File: src/rtl/seq_det_pkg.sv
// Shared types and constants for the letter-sequence detector front end.
// Symbol codes, feed FSM states and hit_mask bit positions live here.
package seq_det_pkg;

    localparam logic [1:0] SYM_L     = 2'b00;
    localparam logic [1:0] SYM_O     = 2'b01;
    localparam logic [1:0] SYM_V     = 2'b10;
    localparam logic [1:0] SYM_OTHER = 2'b11;

    typedef enum logic [2:0] {
        StIdle,
        StClr,
        StFetch,
        StDrive,
        StSample
    } feed_state_t;

    // hit_mask layout: {volvo, vool, lol, oolvo}
    localparam int unsigned HIT_VOLVO = 3;
    localparam int unsigned HIT_VOOL  = 2;
    localparam int unsigned HIT_LOL   = 1;
    localparam int unsigned HIT_OOLVO = 0;

    // Returns {other, v, o, l}
    function automatic logic [3:0] sym_onehot(input logic [1:0] sym);
        logic [3:0] oh;
        case (sym)
            SYM_L:   oh = 4'b0001;
            SYM_O:   oh = 4'b0010;
            SYM_V:   oh = 4'b0100;
            default: oh = 4'b1000;
        endcase
        return oh;
    endfunction

endpackage

File: src/rtl/seq_det_rr_arb.sv
// Two-way round-robin grant. The pointer source wins ties; the pointer moves
// to the other source when the current owner's burst completes.
module seq_det_rr_arb (
    input  logic       clock,
    input  logic       reset,
    input  logic [1:0] req_i,
    input  logic       done_i,
    input  logic       done_src_i,
    output logic       gnt_valid_o,
    output logic       gnt_src_o
);

    logic ptr_q, ptr_d;

    always_comb begin
        gnt_valid_o = |req_i;
        gnt_src_o   = req_i[ptr_q] ? ptr_q : ~ptr_q;
        ptr_d       = ptr_q;
        if (done_i) begin
            ptr_d = ~done_src_i;
        end
    end

    always_ff @(posedge clock) begin
        if (reset) begin
            ptr_q <= 1'b0;
        end else begin
            ptr_q <= ptr_d;
        end
    end

endmodule

File: src/rtl/seq_det_feed_ctrl.sv
// Feed controller: grants one source per burst, clears the detector, drives one-hot
// symbol pulses and reports match hits. Define SEQ_DET_FEED_CNT_EN for hit counters.
module seq_det_feed_ctrl
    import seq_det_pkg::*;
#(
    parameter int unsigned NREQ  = 2,
    parameter int unsigned CNT_W = 8
) (
    input  logic              clock,
    input  logic              reset,
    input  logic [NREQ-1:0]   req_valid_i,
    input  logic [2*NREQ-1:0] req_sym_i,
    input  logic [NREQ-1:0]   req_last_i,
    output logic [NREQ-1:0]   req_ready_o,
    output logic              det_reset_o,
    output logic              det_l_o,
    output logic              det_o_o,
    output logic              det_v_o,
    output logic              det_other_o,
    input  logic              det_volvo_i,
    input  logic              det_vool_i,
    input  logic              det_lol_i,
    input  logic              det_oolvo_i,
    output logic              hit_valid_o,
    output logic [3:0]        hit_mask_o,
    output logic              hit_src_o,
    output logic              busy_o,
    output logic [CNT_W-1:0]  cnt_volvo_o,
    output logic [CNT_W-1:0]  cnt_vool_o,
    output logic [CNT_W-1:0]  cnt_lol_o,
    output logic [CNT_W-1:0]  cnt_oolvo_o
);

    feed_state_t state_q, state_d;
    logic        owner_q, owner_d;
    logic [1:0]  sym_q, sym_d;
    logic        last_q, last_d;
    logic        hit_valid_q;
    logic [3:0]  hit_mask_q;
    logic        hit_src_q;

    logic        gnt_valid;
    logic        gnt_src;
    logic        burst_done;
    logic        sample_en;
    logic        cur_valid;
    logic        cur_last;
    logic [1:0]  cur_sym;
    logic [3:0]  flags;

    assign flags = {det_volvo_i, det_vool_i, det_lol_i, det_oolvo_i};

    seq_det_rr_arb u_arb (
        .clock       (clock),
        .reset       (reset),
        .req_i       (req_valid_i[1:0]),
        .done_i      (burst_done),
        .done_src_i  (owner_q),
        .gnt_valid_o (gnt_valid),
        .gnt_src_o   (gnt_src)
    );

    always_comb begin
        cur_valid = req_valid_i[owner_q];
        cur_last  = req_last_i[owner_q];
        cur_sym   = owner_q ? req_sym_i[3:2] : req_sym_i[1:0];
    end

    always_comb begin
        state_d     = state_q;
        owner_d     = owner_q;
        sym_d       = sym_q;
        last_d      = last_q;
        burst_done  = 1'b0;
        sample_en   = 1'b0;
        req_ready_o = '0;
        det_reset_o = 1'b0;
        det_l_o     = 1'b0;
        det_o_o     = 1'b0;
        det_v_o     = 1'b0;
        det_other_o = 1'b0;

        unique case (state_q)
            StIdle: begin
                if (gnt_valid) begin
                    owner_d = gnt_src;
                    state_d = StClr;
                end
            end
            StClr: begin
                det_reset_o = 1'b1;
                state_d     = StFetch;
            end
            StFetch: begin
                // Ownership persists across input gaps; no timeout.
                req_ready_o[owner_q] = 1'b1;
                if (cur_valid) begin
                    sym_d   = cur_sym;
                    last_d  = cur_last;
                    state_d = StDrive;
                end
            end
            StDrive: begin
                {det_other_o, det_v_o, det_o_o, det_l_o} = sym_onehot(sym_q);
                state_d = StSample;
            end
            StSample: begin
                sample_en = 1'b1;
                if (last_q) begin
                    burst_done = 1'b1;
                    state_d    = StIdle;
                end else begin
                    state_d = StFetch;
                end
            end
            default: begin
                state_d = StIdle;
            end
        endcase
    end

    always_ff @(posedge clock) begin
        if (reset) begin
            state_q <= StIdle;
            owner_q <= 1'b0;
            sym_q   <= SYM_L;
            last_q  <= 1'b0;
        end else begin
            state_q <= state_d;
            owner_q <= owner_d;
            sym_q   <= sym_d;
            last_q  <= last_d;
        end
    end

    always_ff @(posedge clock) begin
        if (reset) begin
            hit_valid_q <= 1'b0;
            hit_mask_q  <= '0;
            hit_src_q   <= 1'b0;
        end else begin
            hit_valid_q <= sample_en & (|flags);
            if (sample_en) begin
                hit_mask_q <= flags;
                hit_src_q  <= owner_q;
            end
        end
    end

    assign hit_valid_o = hit_valid_q;
    assign hit_mask_o  = hit_mask_q;
    assign hit_src_o   = hit_src_q;
    assign busy_o      = (state_q != StIdle);

`ifdef SEQ_DET_FEED_CNT_EN
    logic [3:0][CNT_W-1:0] cnt_q, cnt_d;

    // Saturating; only a controller reset clears them, never the per-burst clear.
    always_comb begin
        cnt_d = cnt_q;
        for (int i = 0; i < 4; i++) begin
            if (sample_en && flags[i] && (cnt_q[i] != {CNT_W{1'b1}})) begin
                cnt_d[i] = cnt_q[i] + 1'b1;
            end
        end
    end

    always_ff @(posedge clock) begin
        if (reset) begin
            cnt_q <= '0;
        end else begin
            cnt_q <= cnt_d;
        end
    end

    assign cnt_volvo_o = cnt_q[HIT_VOLVO];
    assign cnt_vool_o  = cnt_q[HIT_VOOL];
    assign cnt_lol_o   = cnt_q[HIT_LOL];
    assign cnt_oolvo_o = cnt_q[HIT_OOLVO];
`else
    assign cnt_volvo_o = '0;
    assign cnt_vool_o  = '0;
    assign cnt_lol_o   = '0;
    assign cnt_oolvo_o = '0;
`endif

endmodule
File: config.mk
export PLATFORM = sky130hd
export DESIGN_NAME = seq_det_feed_ctrl
export DESIGN_NICKNAME = d
export VERILOG_FILES = /design/src/rtl/seq_det_pkg.sv /design/src/rtl/seq_det_rr_arb.sv /design/src/rtl/seq_det_feed_ctrl.sv
export SDC_FILE = /design/constraint.sdc
export NUM_CORES = 1
export LEC_CHECK = 0
export BUFFER_PORTS_ARGS = -buffer_cell sky130_fd_sc_hd__buf_4
export CAP_MARGIN = 0
export CORE_MARGIN = 2
export CORE_UTILIZATION = 36
export CTS_CLUSTER_DIAMETER = 100
export DETAILED_ROUTE_END_ITERATION = 8
export PLACE_DENSITY = 0.83
export SYNTH_ARGS = -nofsm -noshare
export SYNTH_HDL_FRONTEND = slang
export SYNTH_SLANG_ARGS = --single-unit
File: constraint.sdc
create_clock -name clock -period 1.3 [get_ports clock]
set_input_delay 0.13 -clock clock [delete_from_list [all_inputs] [get_ports clock]]
set_output_delay 0.13 -clock clock [all_outputs]
set_load 0.005 [all_outputs]
==> run_results.csv <==
group,metric,value,unit
outcome,status,"complete, but fails checks",
outcome,violations,"negative setup slack",
setup_path,cp_max_fo,5,
timing,worstMarginPinSlew,0.500,ns
timing,max_slew_margin,65.7,%
placed_design,post_dp_cell_area,1030,um2
grt,grt_pass1_vias,610,
timing,fmax,716,MHz
timing,finalCritPeriodShare,107,%
grt,antenna_found_initial,0,
finish,drive_above_1_share,38.0,%
grt,grtUsageTotal,12.7,%
drt,antenna_left,0,
finish,fillers,214,
synth,synthTopCellsByArea,"dfxtp_1 (32%), buf_4 (27%), mux2i_1 (10%)",
clocking,cts_buffer_depth,2,
timing,rsz0062_at_grt,"true",
clocking,insertion_delay,0.28,ns
timing,finalSetupTns,-0.324,ns
synth,synth_seq_area_share,32.0,%
drt,drtIter0Drc,6,
clocking,clock_tree.root_cell,"clkbuf_4",
drt,vias_per_cell,4.36,
grt,gr-total-overflow,0,
synth,syn_inst,102,
timing,period_needed,1.40,ns
finish,final_cells,165,
pwr,powerDensity,902,nW/um2
pwr,irDropWorstVdd,0.840,mV
setup_path,endpoint_kind,"primary output",
synth,yosys.area.top_type,"dfxtp_1",
finish,mostFrequentLayoutCell,"conb_1",
pwr,p_leak,0.536,nW
floorplanning,ioPinCount,60,
setup_path,cp_slowest_stage_delay,0.41,ns
synth,synth.avg_cell_area,8.57,um2
floorplanning,rows,17,
synth,ys_warn_count,0,
timing,setup_viol,6,
setup_path,crit_path_top_delay_cell,"or3b_4",
timing,fin_ws,-0.0961,ns
floorplanning,fp.coreArea,2250,um2
drt,vias,719,
setup_path,cp-start-kind,"register",
finish,nNetsFinal,152,
clocking,cts_hold_buffers,0,
drt,drt_first_pass_iters,4,
timing,whs,0.0896,ns
finish,mostFrequentLayoutCells,"conb_1 (32), buf_4 (31), dfxtp_1 (11)",
timing,hold_viol,0,
grt,grt_pass1_wl,2.57,mm
synth,yosys.area.top_type_share,32.0,%
setup_path,worstSetupPathType,"reg2out",
synth,ys_seq_elements,14,
finish,multiInputGateArea,500,um2
floorplanning,die_area,2840,um2
finish,seq_area,287,um2
grt,grt_max_degree,16,
clocking,cts_tree,"yes",
finish,syn_to_final_growth,30.3,%
clocking,htreeDepth,1,
floorplanning,die_w,53.3,um
setup_path,arrival,1.27,ns
synth,syn_area,875,um2
clocking,clk_pin_slew,0.09,ns
placed_design,io_buffers,27,
run,maxCapViolations,0,
placed_design,dp_cells,160,
timing,drv_slew,0,
placed_design,gp_congestion,0.688,
drt,drc_errors,0,
timing,finalClockSkew,0.00477,ns
setup_path,critPathRequiredTime,1.17,ns
drt,wl,1.77,mm
hold_path,min_path_type,"in2reg",
setup_path,path_cells,"or3b_4 > nor2_2 > buf_4",
synth,ys_types,24,
finish,n_antenna_cell,0,
clocking,cts_buffers,3,
placed_design,hpwlAfterDp,1.33,mm
setup_path,rrSetupSlack,0,ns
floorplanning,die_y,53.3,um
finish,fin_area,1140,um2
clocking,cts_sinks,14,
floorplanning,initial_utilization,38.8,%
drt,detail_route.wl_per_cell,10.8,um
[power breakdown]
part | switching (mW) | internal [mW] | leakage, nW
Clock | 0.143 | 0.171 | 0.0210
Sequential | 0.0182 | 0.446 | 0.115
Combinational | 0.117 | 0.134 | 0.400
[worst paths after layout]
check,cells past startpoint,start,endpoint
hold reg to reg,2,hit_mask_o[2],hit_mask_o[2]
hold / removal,3,det_vool_i,hit_mask_o[2]
setup reg to reg,5,state_q[0],owner_q
setup / recovery,3,state_q[1],req_ready_o[0]
[flip-flops by register name (all words and copies together), names as in the netlist]
signal,cells
hit_mask_o,4
hit_src_o,1
hit_valid_o,1
last_q,1
owner_q,1
state_q,3
sym_q,2
u_arb.ptr_q,1
[critical path, delay by kind of cell, from the launching register on]
kind | cells | cell delay, ns
buf+inv | 1 | 0.11
flops | 1 | 0.36
simple gates | 2 | 0.50
[cell families (layout without fill, tap and decap cells)]
family,after synthesis,in the layout,synth area share (%)
buffers and inverters,36,40,29.5
and+or+nand+nor,27,27,17.3
AOI/OAI and AO/OA,15,15,10.4
DFF,14,14,32.0
muxes,9,9,10.3
other,1,32,0.429
[synth_stat cells]
master    number
conb_1         1
or3b_4         1
dfxtp_1       14
and3_1         1
a211oi_1       1
nor2b_1        1
o21ai_0        6
o41ai_1        1
buf_2          2
a21oi_1        4
clkbuf_1       1
inv_1          1
nand2_1        1
nor2_1        11
a311oi_1       1
buf_4         32
mux2i_1        9
nor3b_1        5
nand2b_1       1
and4_1         1
nor3_1         1
o31ai_1        1
or3_1          4
o32ai_1        1
[routing by layer]
| metal | GRT usage, % | vias up | routed length (um) |
|---|---|---|---|
| met5 | 0 | - | 0 |
| met4 | 8.97 | 0 | 53 |
| met3 | 2.54 | 7 | 189 |
| met2 | 21.0 | 50 | 827 |
| met1 | 14.3 | 306 | 703 |
| li1 | - | 356 | - |
[stage by stage]
step,utilization [%],setup WS (ns),power (mW)
floorplan,-,0.00336,0.644
global placement,45.6,0.0358,0.670
detailed placement,45.6,-0.0231,0.678
CTS,49.0,-0.106,1.02
global route,50.6,-0.133,1.08
finish,50.6,-0.0961,1.03
[what timing repair did]
action	in CTS	in global routing
endpoints found under the setup margin	10	17
gates resized for setup	9	11
pin swaps	6	3
setup buffers	1	0
[area by class of cell]
type	count	area share, %
Sequential cell	14	25.1
Inverter	1	0.329
Clock buffer	4	3.18
Tap cell	28	3.07
Timing Repair Buffer	35	24.4
Multi-Input combinational cell	83	43.9
No activity file was read; power rests on OpenSTA's default activity.
